<file path="src/rtl/magnitude_sched_pkg.sv">
// Shared constants and helpers for the magnitude round-robin scheduler.
package magnitude_sched_pkg;

   // Width and saturation value of the per-channel dropped-sample counters.
   localparam int DROP_CNT_W = 16;
   localparam logic [DROP_CNT_W-1:0] DROP_CNT_MAX = '1;

   // Width of a channel index; kept at least 1 bit so a field always exists.
   function automatic int chan_w(input int n);
      return (n > 1) ? $clog2(n) : 1;
   endfunction

endpackage

</file>
<file path="src/rtl/magnitude_rr_arbiter.sv">
// Combinational round-robin arbiter: searches the request vector starting at
// ptr_i, wrapping modulo NB_CHAN, and grants the first requester found.
module magnitude_rr_arbiter #(
   parameter int NB_CHAN = 4,
   parameter int CHAN_W  = 2
) (
   input  logic [NB_CHAN-1:0] req_i,
   input  logic [CHAN_W-1:0]  ptr_i,
   output logic [NB_CHAN-1:0] gnt_o,
   output logic [CHAN_W-1:0]  gnt_idx_o,
   output logic               gnt_vld_o,
   output logic [CHAN_W-1:0]  ptr_next_o
);

   int                idx;
   logic [CHAN_W-1:0] idx_c;

   // Scan offsets from farthest to nearest so the nearest requester wins last.
   always_comb begin
      gnt_o      = '0;
      gnt_idx_o  = '0;
      gnt_vld_o  = 1'b0;
      ptr_next_o = ptr_i;
      idx        = 0;
      idx_c      = '0;
      for (int off = NB_CHAN - 1; off >= 0; off--) begin
         idx = int'(ptr_i) + off;
         if (idx >= NB_CHAN) begin
            idx = idx - NB_CHAN;
         end
         idx_c = idx[CHAN_W-1:0];
         if (req_i[idx_c]) begin
            gnt_idx_o = idx_c;
            gnt_vld_o = 1'b1;
         end
      end
      if (gnt_vld_o) begin
         gnt_o[gnt_idx_o] = 1'b1;
         ptr_next_o = (gnt_idx_o == CHAN_W'(NB_CHAN - 1)) ? '0 : gnt_idx_o + 1'b1;
      end
   end

endmodule

</file>
<file path="src/rtl/magnitude_rr_sched.sv">
// Shares one pipelined I^2+Q^2 datapath between NB_CHAN IQ streams. Each
// channel has a one-entry holding register; a round-robin arbiter feeds one
// held sample per cycle into a three-stage square/add pipeline whose output
// is tagged with the source channel.
// Optional build macro MAGNITUDE_RR_SCHED_DROP_CNT_EN adds saturating
// per-channel dropped-sample counters; otherwise drop_cnt_o is tied to 0.
module magnitude_rr_sched
   import magnitude_sched_pkg::*;
#(
   parameter int DATA_SIZE = 16,
   parameter int NB_CHAN   = 4
) (
   input  logic                            data_clk_i,
   input  logic                            data_rst_i,
   input  logic [NB_CHAN*DATA_SIZE-1:0]    data_i_i,
   input  logic [NB_CHAN*DATA_SIZE-1:0]    data_q_i,
   input  logic [NB_CHAN-1:0]              data_en_i,
   input  logic [NB_CHAN-1:0]              data_sof_i,
   input  logic [NB_CHAN-1:0]              data_eof_i,
   input  logic                            clear_ovf_i,
   output logic [2*DATA_SIZE:0]            data_o,
   output logic [chan_w(NB_CHAN)-1:0]      data_chan_o,
   output logic                            data_en_o,
   output logic                            data_sof_o,
   output logic                            data_eof_o,
   output logic [NB_CHAN-1:0]              ovf_o,
   output logic [NB_CHAN*DROP_CNT_W-1:0]   drop_cnt_o,
   output logic                            data_rst_o,
   output logic                            data_clk_o
);

   localparam int CHAN_W = chan_w(NB_CHAN);
   localparam int SQ_W   = 2 * DATA_SIZE;

   logic                         clk;
   logic                         rst_n;

   logic [NB_CHAN-1:0]           hold_vld;
   logic [NB_CHAN-1:0]           hold_sof;
   logic [NB_CHAN-1:0]           hold_eof;
   logic [NB_CHAN*DATA_SIZE-1:0] hold_i;
   logic [NB_CHAN*DATA_SIZE-1:0] hold_q;
   logic [NB_CHAN-1:0]           gnt;
   logic [NB_CHAN-1:0]           drop;
   logic [CHAN_W-1:0]            gnt_idx;
   logic                         gnt_vld;
   logic [CHAN_W-1:0]            ptr_q;
   logic [CHAN_W-1:0]            ptr_d;

   logic signed [DATA_SIZE-1:0]  s1_i_q;
   logic signed [DATA_SIZE-1:0]  s1_q_q;
   logic [CHAN_W-1:0]            s1_chan_q;
   logic                         s1_sof_q;
   logic                         s1_eof_q;
   logic                         s1_en_q;

   logic signed [SQ_W-1:0]       sq_i_d;
   logic signed [SQ_W-1:0]       sq_q_d;
   logic [SQ_W-1:0]              s2_sq_i_q;
   logic [SQ_W-1:0]              s2_sq_q_q;
   logic [CHAN_W-1:0]            s2_chan_q;
   logic                         s2_sof_q;
   logic                         s2_eof_q;
   logic                         s2_en_q;

   assign clk        = data_clk_i;
   assign rst_n      = data_rst_i;
   assign data_clk_o = data_clk_i;
   assign data_rst_o = data_rst_i;

   genvar gi;
   generate
      for (gi = 0; gi < NB_CHAN; gi++) begin : g_chan
         logic                 vld_q;
         logic                 sof_q;
         logic                 eof_q;
         logic                 ovf_q;
         logic                 ovf_d;
         logic [DATA_SIZE-1:0] i_q;
         logic [DATA_SIZE-1:0] q_q;
         logic                 load;

         // A slot accepts a sample when empty or when it is being drained now.
         assign load     = data_en_i[gi] & (~vld_q | gnt[gi]);
         assign drop[gi] = data_en_i[gi] & vld_q & ~gnt[gi];

         // Holding register: load new sample, else clear on grant.
         always_ff @(posedge clk or negedge rst_n) begin
            if (!rst_n) begin
               vld_q <= 1'b0;
               sof_q <= 1'b0;
               eof_q <= 1'b0;
               i_q   <= '0;
               q_q   <= '0;
            end else if (load) begin
               vld_q <= 1'b1;
               sof_q <= data_sof_i[gi];
               eof_q <= data_eof_i[gi];
               i_q   <= data_i_i[gi*DATA_SIZE +: DATA_SIZE];
               q_q   <= data_q_i[gi*DATA_SIZE +: DATA_SIZE];
            end else if (gnt[gi]) begin
               vld_q <= 1'b0;
            end
         end

         // Sticky overflow: a drop in the same cycle beats a clear.
         assign ovf_d = drop[gi] | (ovf_q & ~clear_ovf_i);

         // Overflow flag register.
         always_ff @(posedge clk or negedge rst_n) begin
            if (!rst_n) begin
               ovf_q <= 1'b0;
            end else begin
               ovf_q <= ovf_d;
            end
         end

         assign hold_vld[gi] = vld_q;
         assign hold_sof[gi] = sof_q;
         assign hold_eof[gi] = eof_q;
         assign hold_i[gi*DATA_SIZE +: DATA_SIZE] = i_q;
         assign hold_q[gi*DATA_SIZE +: DATA_SIZE] = q_q;
         assign ovf_o[gi] = ovf_q;

`ifdef MAGNITUDE_RR_SCHED_DROP_CNT_EN
         logic [DROP_CNT_W-1:0] cnt_q;
         logic [DROP_CNT_W-1:0] cnt_d;

         // Saturating drop counter; a drop coinciding with clear restarts at 1.
         always_comb begin
            cnt_d = cnt_q;
            if (drop[gi]) begin
               if (clear_ovf_i) begin
                  cnt_d = DROP_CNT_W'(1);
               end else if (cnt_q != DROP_CNT_MAX) begin
                  cnt_d = cnt_q + 1'b1;
               end
            end else if (clear_ovf_i) begin
               cnt_d = '0;
            end
         end

         // Drop counter register.
         always_ff @(posedge clk or negedge rst_n) begin
            if (!rst_n) begin
               cnt_q <= '0;
            end else begin
               cnt_q <= cnt_d;
            end
         end

         assign drop_cnt_o[gi*DROP_CNT_W +: DROP_CNT_W] = cnt_q;
`else
         assign drop_cnt_o[gi*DROP_CNT_W +: DROP_CNT_W] = '0;
`endif
      end
   endgenerate

   magnitude_rr_arbiter #(
      .NB_CHAN (NB_CHAN),
      .CHAN_W  (CHAN_W)
   ) u_arbiter (
      .req_i      (hold_vld),
      .ptr_i      (ptr_q),
      .gnt_o      (gnt),
      .gnt_idx_o  (gnt_idx),
      .gnt_vld_o  (gnt_vld),
      .ptr_next_o (ptr_d)
   );

   // Round-robin pointer; the arbiter returns it unchanged when idle.
   always_ff @(posedge clk or negedge rst_n) begin
      if (!rst_n) begin
         ptr_q <= '0;
      end else begin
         ptr_q <= ptr_d;
      end
   end

   // Stage 1: capture the granted channel's sample and sideband.
   always_ff @(posedge clk or negedge rst_n) begin
      if (!rst_n) begin
         s1_en_q   <= 1'b0;
         s1_i_q    <= '0;
         s1_q_q    <= '0;
         s1_chan_q <= '0;
         s1_sof_q  <= 1'b0;
         s1_eof_q  <= 1'b0;
      end else begin
         s1_en_q <= gnt_vld;
         if (gnt_vld) begin
            s1_i_q    <= hold_i[gnt_idx*DATA_SIZE +: DATA_SIZE];
            s1_q_q    <= hold_q[gnt_idx*DATA_SIZE +: DATA_SIZE];
            s1_chan_q <= gnt_idx;
            s1_sof_q  <= hold_sof[gnt_idx];
            s1_eof_q  <= hold_eof[gnt_idx];
         end
      end
   end

   // Full-width signed squares; (-2^(N-1))^2 = 2^(2N-2) fits without wrap.
   assign sq_i_d = s1_i_q * s1_i_q;
   assign sq_q_d = s1_q_q * s1_q_q;

   // Stage 2: register squares (non-negative, so stored as unsigned).
   always_ff @(posedge clk or negedge rst_n) begin
      if (!rst_n) begin
         s2_en_q   <= 1'b0;
         s2_sq_i_q <= '0;
         s2_sq_q_q <= '0;
         s2_chan_q <= '0;
         s2_sof_q  <= 1'b0;
         s2_eof_q  <= 1'b0;
      end else begin
         s2_en_q <= s1_en_q;
         if (s1_en_q) begin
            s2_sq_i_q <= sq_i_d;
            s2_sq_q_q <= sq_q_d;
            s2_chan_q <= s1_chan_q;
            s2_sof_q  <= s1_sof_q;
            s2_eof_q  <= s1_eof_q;
         end
      end
   end

   // Stage 3: one-bit-wider sum; outputs hold their last values when idle.
   always_ff @(posedge clk or negedge rst_n) begin
      if (!rst_n) begin
         data_en_o   <= 1'b0;
         data_o      <= '0;
         data_chan_o <= '0;
         data_sof_o  <= 1'b0;
         data_eof_o  <= 1'b0;
      end else begin
         data_en_o <= s2_en_q;
         if (s2_en_q) begin
            data_o      <= {1'b0, s2_sq_i_q} + {1'b0, s2_sq_q_q};
            data_chan_o <= s2_chan_q;
            data_sof_o  <= s2_sof_q;
            data_eof_o  <= s2_eof_q;
         end
      end
   end

endmodule

</file>
<file path="config.mk">
export PLATFORM = sky130hd
export DESIGN_NAME = magnitude_rr_sched
export DESIGN_NICKNAME = d
export VERILOG_FILES = /design/src/rtl/magnitude_sched_pkg.sv /design/src/rtl/magnitude_rr_arbiter.sv /design/src/rtl/magnitude_rr_sched.sv
export SDC_FILE = /design/constraint.sdc
export NUM_CORES = 2
export LEC_CHECK = 0
export CORE_ASPECT_RATIO = 0.9
export CORE_MARGIN = 4
export CORE_UTILIZATION = 57
export CTS_BUF_LIST = sky130_fd_sc_hd__clkbuf_4
export CTS_CLUSTER_DIAMETER = 120
export DETAILED_ROUTE_END_ITERATION = 8
export PLACE_DENSITY = 0.79
export SKIP_CTS_REPAIR_TIMING = 1
export SYNTH_ARGS = -nofsm -noshare
export SYNTH_HDL_FRONTEND = slang
export SYNTH_SLANG_ARGS = --single-unit
</file>
<file path="constraint.sdc">
create_clock -name data_clk_i -period 19.9 [get_ports data_clk_i]
set_clock_uncertainty 0.2 [all_clocks]
set_input_delay 3.98 -clock data_clk_i [delete_from_list [all_inputs] [get_ports data_clk_i]]
set_output_delay 3.98 -clock data_clk_i [all_outputs]
set_load 0.005 [all_outputs]
</file>
## Yosys cells after proc, flatten, opt, wreduce, memory -nomap -nowiden

Cells that the tools add are included.

| word-level totals | value |
|---|---|
| bits in registers | 290 |
| input port bits | 143 |
| output and inout bits | 108 |
| word-level logic and storage cells | 140 |

| operators by class | value |
|---|---|
| add/sub/neg operators | 9 |
| $mul | 2 |
| magnitude comparators | 10 |
| equal/unequal tests | 1 |
| shift-type cells | 2 |
| muxes and demuxes | 36 |
| bitwise logic cells | 33 |
| reduce and logical (&&, ||, !) cells | 5 |

Operators by type and width:

| cell | number |
|---|---|
| 64-bit by 7-bit variable part select with 16-bit output | 2 |
| 16-bit by 16-bit multiplier with 32-bit output | 2 |
| 32-bit by 32-bit adder with 33-bit output | 1 |
| 1-bit 2-to-1 mux | 19 |
| 2-bit 2-to-1 mux | 9 |
| 1-bit bitwise AND | 16 |
| 2-bit by 3-bit < comparator with 1-bit output (second input constant) | 5 |
| 1-bit binary-select mux with 2-bit select | 6 |
| 3-bit greater-or-equal comparator (second input constant) | 3 |
| 1-bit NOT | 9 |
| 1-bit OR | 8 |
| 2-bit nonzero test | 4 |
| 2-bit by 1-bit subtractor with 2-bit output (second input constant) | 4 |
| 2-bit by 2-bit adder with 3-bit output (second input constant) | 2 |
| 4-bit 2-to-1 mux | 1 |
| 2-bit by 1-bit adder with 3-bit output (second input constant) | 1 |
| 2-bit by 3-bit greater-or-equal comparator with 1-bit output (second input constant) | 1 |
| 2-bit by 1-bit adder with 2-bit output (second input constant) | 1 |
| 1-bit demux with 2-bit select | 1 |
| 2-bit equality test (second input constant) | 1 |
| 2-bit by 1-bit greater-or-equal comparator with 1-bit output (second input constant) | 1 |
| 1-bit logical AND | 1 |

## Depth between registers and ports, before layout

| depth | value |
|---|---|
| word-level depth | 17 |
| gate-level depth with buffers | 25 |

## By module

From an unflattened synthesis, not the netlist that was laid out.

| unflattened totals | value |
|---|---|
| cells, all modules | 2958 |
| area, all modules | 31221.2 µm² |

Modules (own cells, without submodules):

| module | instances | cells an instance | area each (µm²) | seq. area each (µm²) |
|---|---|---|---|---|
| magnitude_rr_sched | 1 | 2931 | 30993.5 | 7206.9 |
| magnitude_rr_arbiter | 1 | 27 | 227.7 | 0.0 |

==> flow_summary.json <==
{
  "synth_async_sr_flop_share_pct": 100,
  "cp_top_family": "buffers and inverters",
  "endpoint_kind": "primary output",
  "path_buf_inv": 3,
  "utilization_pct": 63.7,
  "dr.pass1.iters": 5,
  "drive_above_1_share_pct": 12.0,
  "drv_slew": 0,
  "syn_to_final_growth_pct": 10.4,
  "ys_ff_latch": 288,
  "die_y_um": 230,
  "postRouteAntennaNets": 0,
  "critPathMaxStageDelay_ps": 430,
  "clk_pin_slew_ps": 70,
  "grt_max_degree": 133,
  "antenna_found_initial": 3,
  "dpl.hpwl_um": 54400,
  "path_cells": "clkbuf_4 -> clkbuf_4 -> clkdlybuf4s50_1",
  "wirelength_um": 68300,
  "drtIter0Drc": 1334,
  "dieArea_um2": 58800,
  "wl_per_cell_um": 16.9,
  "cp_data_required_time_ps": 15720,
  "via_count": 21700,
  "die_w_um": 255,
  "clock_latency_ps": 930,
  "port-buffer-count": 186,
  "finalSetupTns_ps": 0,
  "io_pins": 251,
  "synth_enable_flop_cells": 0,
  "syn_area_um2": 31300,
  "cts_tree": "done",
  "slew_headroom_pct": 30.7,
  "rows": 81,
  "vias_per_cell": 5.36,
  "holdWs_ps": 275,
  "yosysUniqueCellTypes": 80,
  "final_net_count": 4112,
  "place_inst": 3907,
  "critPathKind": "clock port to primary output",
  "tightest_slew_ps": 1040,
  "synth_seq_area_share_pct": 23.0,
  "crit_top_cell": "clkbuf_4",
  "initial_utilization_pct": 57.7,
  "avgSynthCellArea_um2": 10.1,
  "setup_viol": 0,
  "grt_pass1_vias": 23200,
  "yosys_warnings": 0,
  "hold_viol_final": 0,
  "overflow": 0,
  "grt_pass1_wl_um": 114000,
  "synth_top_flop_cell": "dfrtp_1",
  "cp_slowest_cell": "clkdlybuf4s50_1",
  "rsz0062_at_grt": "no",
  "finalWeightedCongestion": 0.851,
  "cp_max_fo": 3,
  "startpoint_type": "clock port",
  "status": "completed",
  "drc": 0,
  "instances_no_fill": 4040,
  "core-area_um2": 54300,
  "cp.arrival_ps": 10610,
  "cap_violations": 0,
  "synth_cells": 3104,
  "hold_path_class": "register to register",
  "gr-usage-all-layers_pct": 24.3
}
[through the flow]
step / instance area [µm²] / setup slack, ps
after floorplan: 31600 / 5660
after global placement: 33600 / 5360
after detailed placement: 33600 / 5360
after CTS: 34600 / 5100
after global routing: 34600 / 5080
final: 34600 / 5110
[cells in the final DEF, fill, tap and decap left out, drive strengths merged, types with 5 or more instances in the layout]
| master | Yosys | final |
|---|---|---|
| o21ai | 80 | 80 |
| a31o | 13 | 13 |
| a21oi | 101 | 101 |
| nand3 | 29 | 29 |
| clkinv | 2 | 22 |
| nand2 | 287 | 287 |
| and2 | 84 | 84 |
| o221ai | 5 | 5 |
| a31oi | 13 | 13 |
| xnor2 | 85 | 85 |
| buf | 82 | 25 |
| nor3 | 15 | 15 |
| o211ai | 7 | 7 |
| or3 | 6 | 6 |
| nand2b | 16 | 16 |
| o21bai | 12 | 12 |
| mux2i | 25 | 25 |
| nor2b | 11 | 11 |
| a311o | 8 | 8 |
| o21a | 5 | 5 |
| fa | 468 | 468 |
| nor2 | 113 | 113 |
| a21o | 32 | 32 |
| xor2 | 20 | 20 |
| inv | 663 | 665 |
| o31ai | 6 | 6 |
| conb | 1 | 64 |
| clkbuf | 93 | 108 |
| and3 | 22 | 22 |
| or2 | 6 | 6 |
| nand4 | 7 | 7 |
| dfrtp | 288 | 288 |
| clkdlybuf4s50 | 0 | 185 |
| mux2 | 214 | 214 |
| ha | 217 | 217 |
| a211oi | 12 | 12 |
| o22ai | 7 | 7 |
[state kept, by name, indices dropped and copies added (netlist names), 2 cells and up]
name,flops
data_o,33
g_chan.ovf_q,4
s1_i_q,16
s1_chan_q,2
g_chan.i_q,64
s2_sq_i_q,31
g_chan.eof_q,4
g_chan.vld_q,4
s1_q_q,16
s2_chan_q,2
g_chan.sof_q,4
ptr_q,2
g_chan.q_q,64
data_chan_o,2
s2_sq_q_q,31
[cell usage after synthesis, types with 3 or more instances]
| master | number | area [µm²] |
|---|---|---|
| o22ai_1 | 6 | 37.5 |
| o21a_1 | 5 | 37.5 |
| a211oi_1 | 12 | 90.1 |
| nand2_1 | 287 | 1080 |
| and2_1 | 84 | 526 |
| dfrtp_1 | 288 | 7210 |
| o21ai_0 | 68 | 340 |
| a41o_1 | 4 | 40.0 |
| a31oi_1 | 12 | 75.1 |
| a21o_1 | 32 | 240 |
| o2111ai_1 | 3 | 26.3 |
| or2_2 | 5 | 31.3 |
| xnor2_1 | 85 | 744 |
| or3_1 | 6 | 37.5 |
| a311o_1 | 8 | 80.1 |
| nand4_1 | 7 | 43.8 |
| xor2_1 | 20 | 175 |
| o221ai_1 | 5 | 43.8 |
| ha_1 | 217 | 2720 |
| nor3_1 | 15 | 75.1 |
| a21oi_1 | 98 | 490 |
| fa_1 | 468 | 9370 |
| mux2i_1 | 25 | 250 |
| buf_1 | 7 | 26.3 |
| mux2_2 | 212 | 2390 |
| nor2_1 | 113 | 424 |
| nand2b_1 | 16 | 100 |
| nor2b_1 | 11 | 68.8 |
| o21bai_1 | 12 | 90.1 |
| or4_1 | 4 | 30.0 |
| and3_1 | 21 | 131 |
| nand3_1 | 29 | 145 |
| o31ai_1 | 5 | 37.5 |
| buf_4 | 70 | 526 |
| o21ai_2 | 3 | 26.3 |
| a211o_1 | 3 | 26.3 |
| a31o_2 | 13 | 114 |
| o211ai_1 | 6 | 45.0 |
| inv_1 | 662 | 2480 |
| o21ai_1 | 9 | 45.0 |
| buf_2 | 5 | 25.0 |
| o2bb2ai_1 | 3 | 26.3 |
| clkbuf_1 | 93 | 349 |
[area by class of cell]
class | instances | area (µm²)
timing repair buffer | 209 | 2050
antenna | 1 | 2.50
clock buffer | 109 | 821
tap | 705 | 882
inverter | 665 | 2500
multi-input combinational | 2039 | 21000
clock inverter | 24 | 155
fill | 4433 | 19700
sequential | 288 | 7210
[layer usage]
layer | vias to the layer above | GRT usage [%] | share of wire [%]
met5 | - | 0 | 0.019
met4 | 2 | 5.90 | 1.8
met3 | 95 | 5.24 | 6.9
met2 | 597 | 39.5 | 48
met1 | 11000 | 33.7 | 43
li1 | 9991 | - | -
[cell families (layout without fill, tap and decap cells)]
group,Yosys count,in the layout,synth area share [%]
buffers and inverters,840,1007,10.9
xor gates and xnor gates,105,105,2.93
DFF,288,288,23.0
muxes,239,239,8.50
adders and majority gates,685,685,38.6
AOI/OAI and AO/OA,334,334,7.10
and+or+nand+nor,612,612,8.98
other,1,65,0.0120
[path summary, 6_finish.rpt]
kind / from / end / slack, ps / cells after the start
max in group asynchronous: data_rst_i / g_chan[0].i_q[13] / 15160 / 2
max: data_clk_i / data_clk_o / 5110 / 3
max reg2reg: s1_q_q[15] / s2_sq_q_q[31] / 12380 / 19
min: s1_chan_q[0] / s1_chan_q[0] / 280 / 2
min in group asynchronous: data_rst_i / g_chan[3].i_q[4] / 2830 / 1
min reg2reg: s1_chan_q[0] / s1_chan_q[0] / 280 / 2
[tightest hold or removal path, stage by stage (launching register included)]
cell and delay [ps]:
dfrtp_1 340, nand2_1 50, nand2_1 50
Power is not shown: default switching activity piles up to over one toggle a cycle in this logic, so the estimate is an artifact.
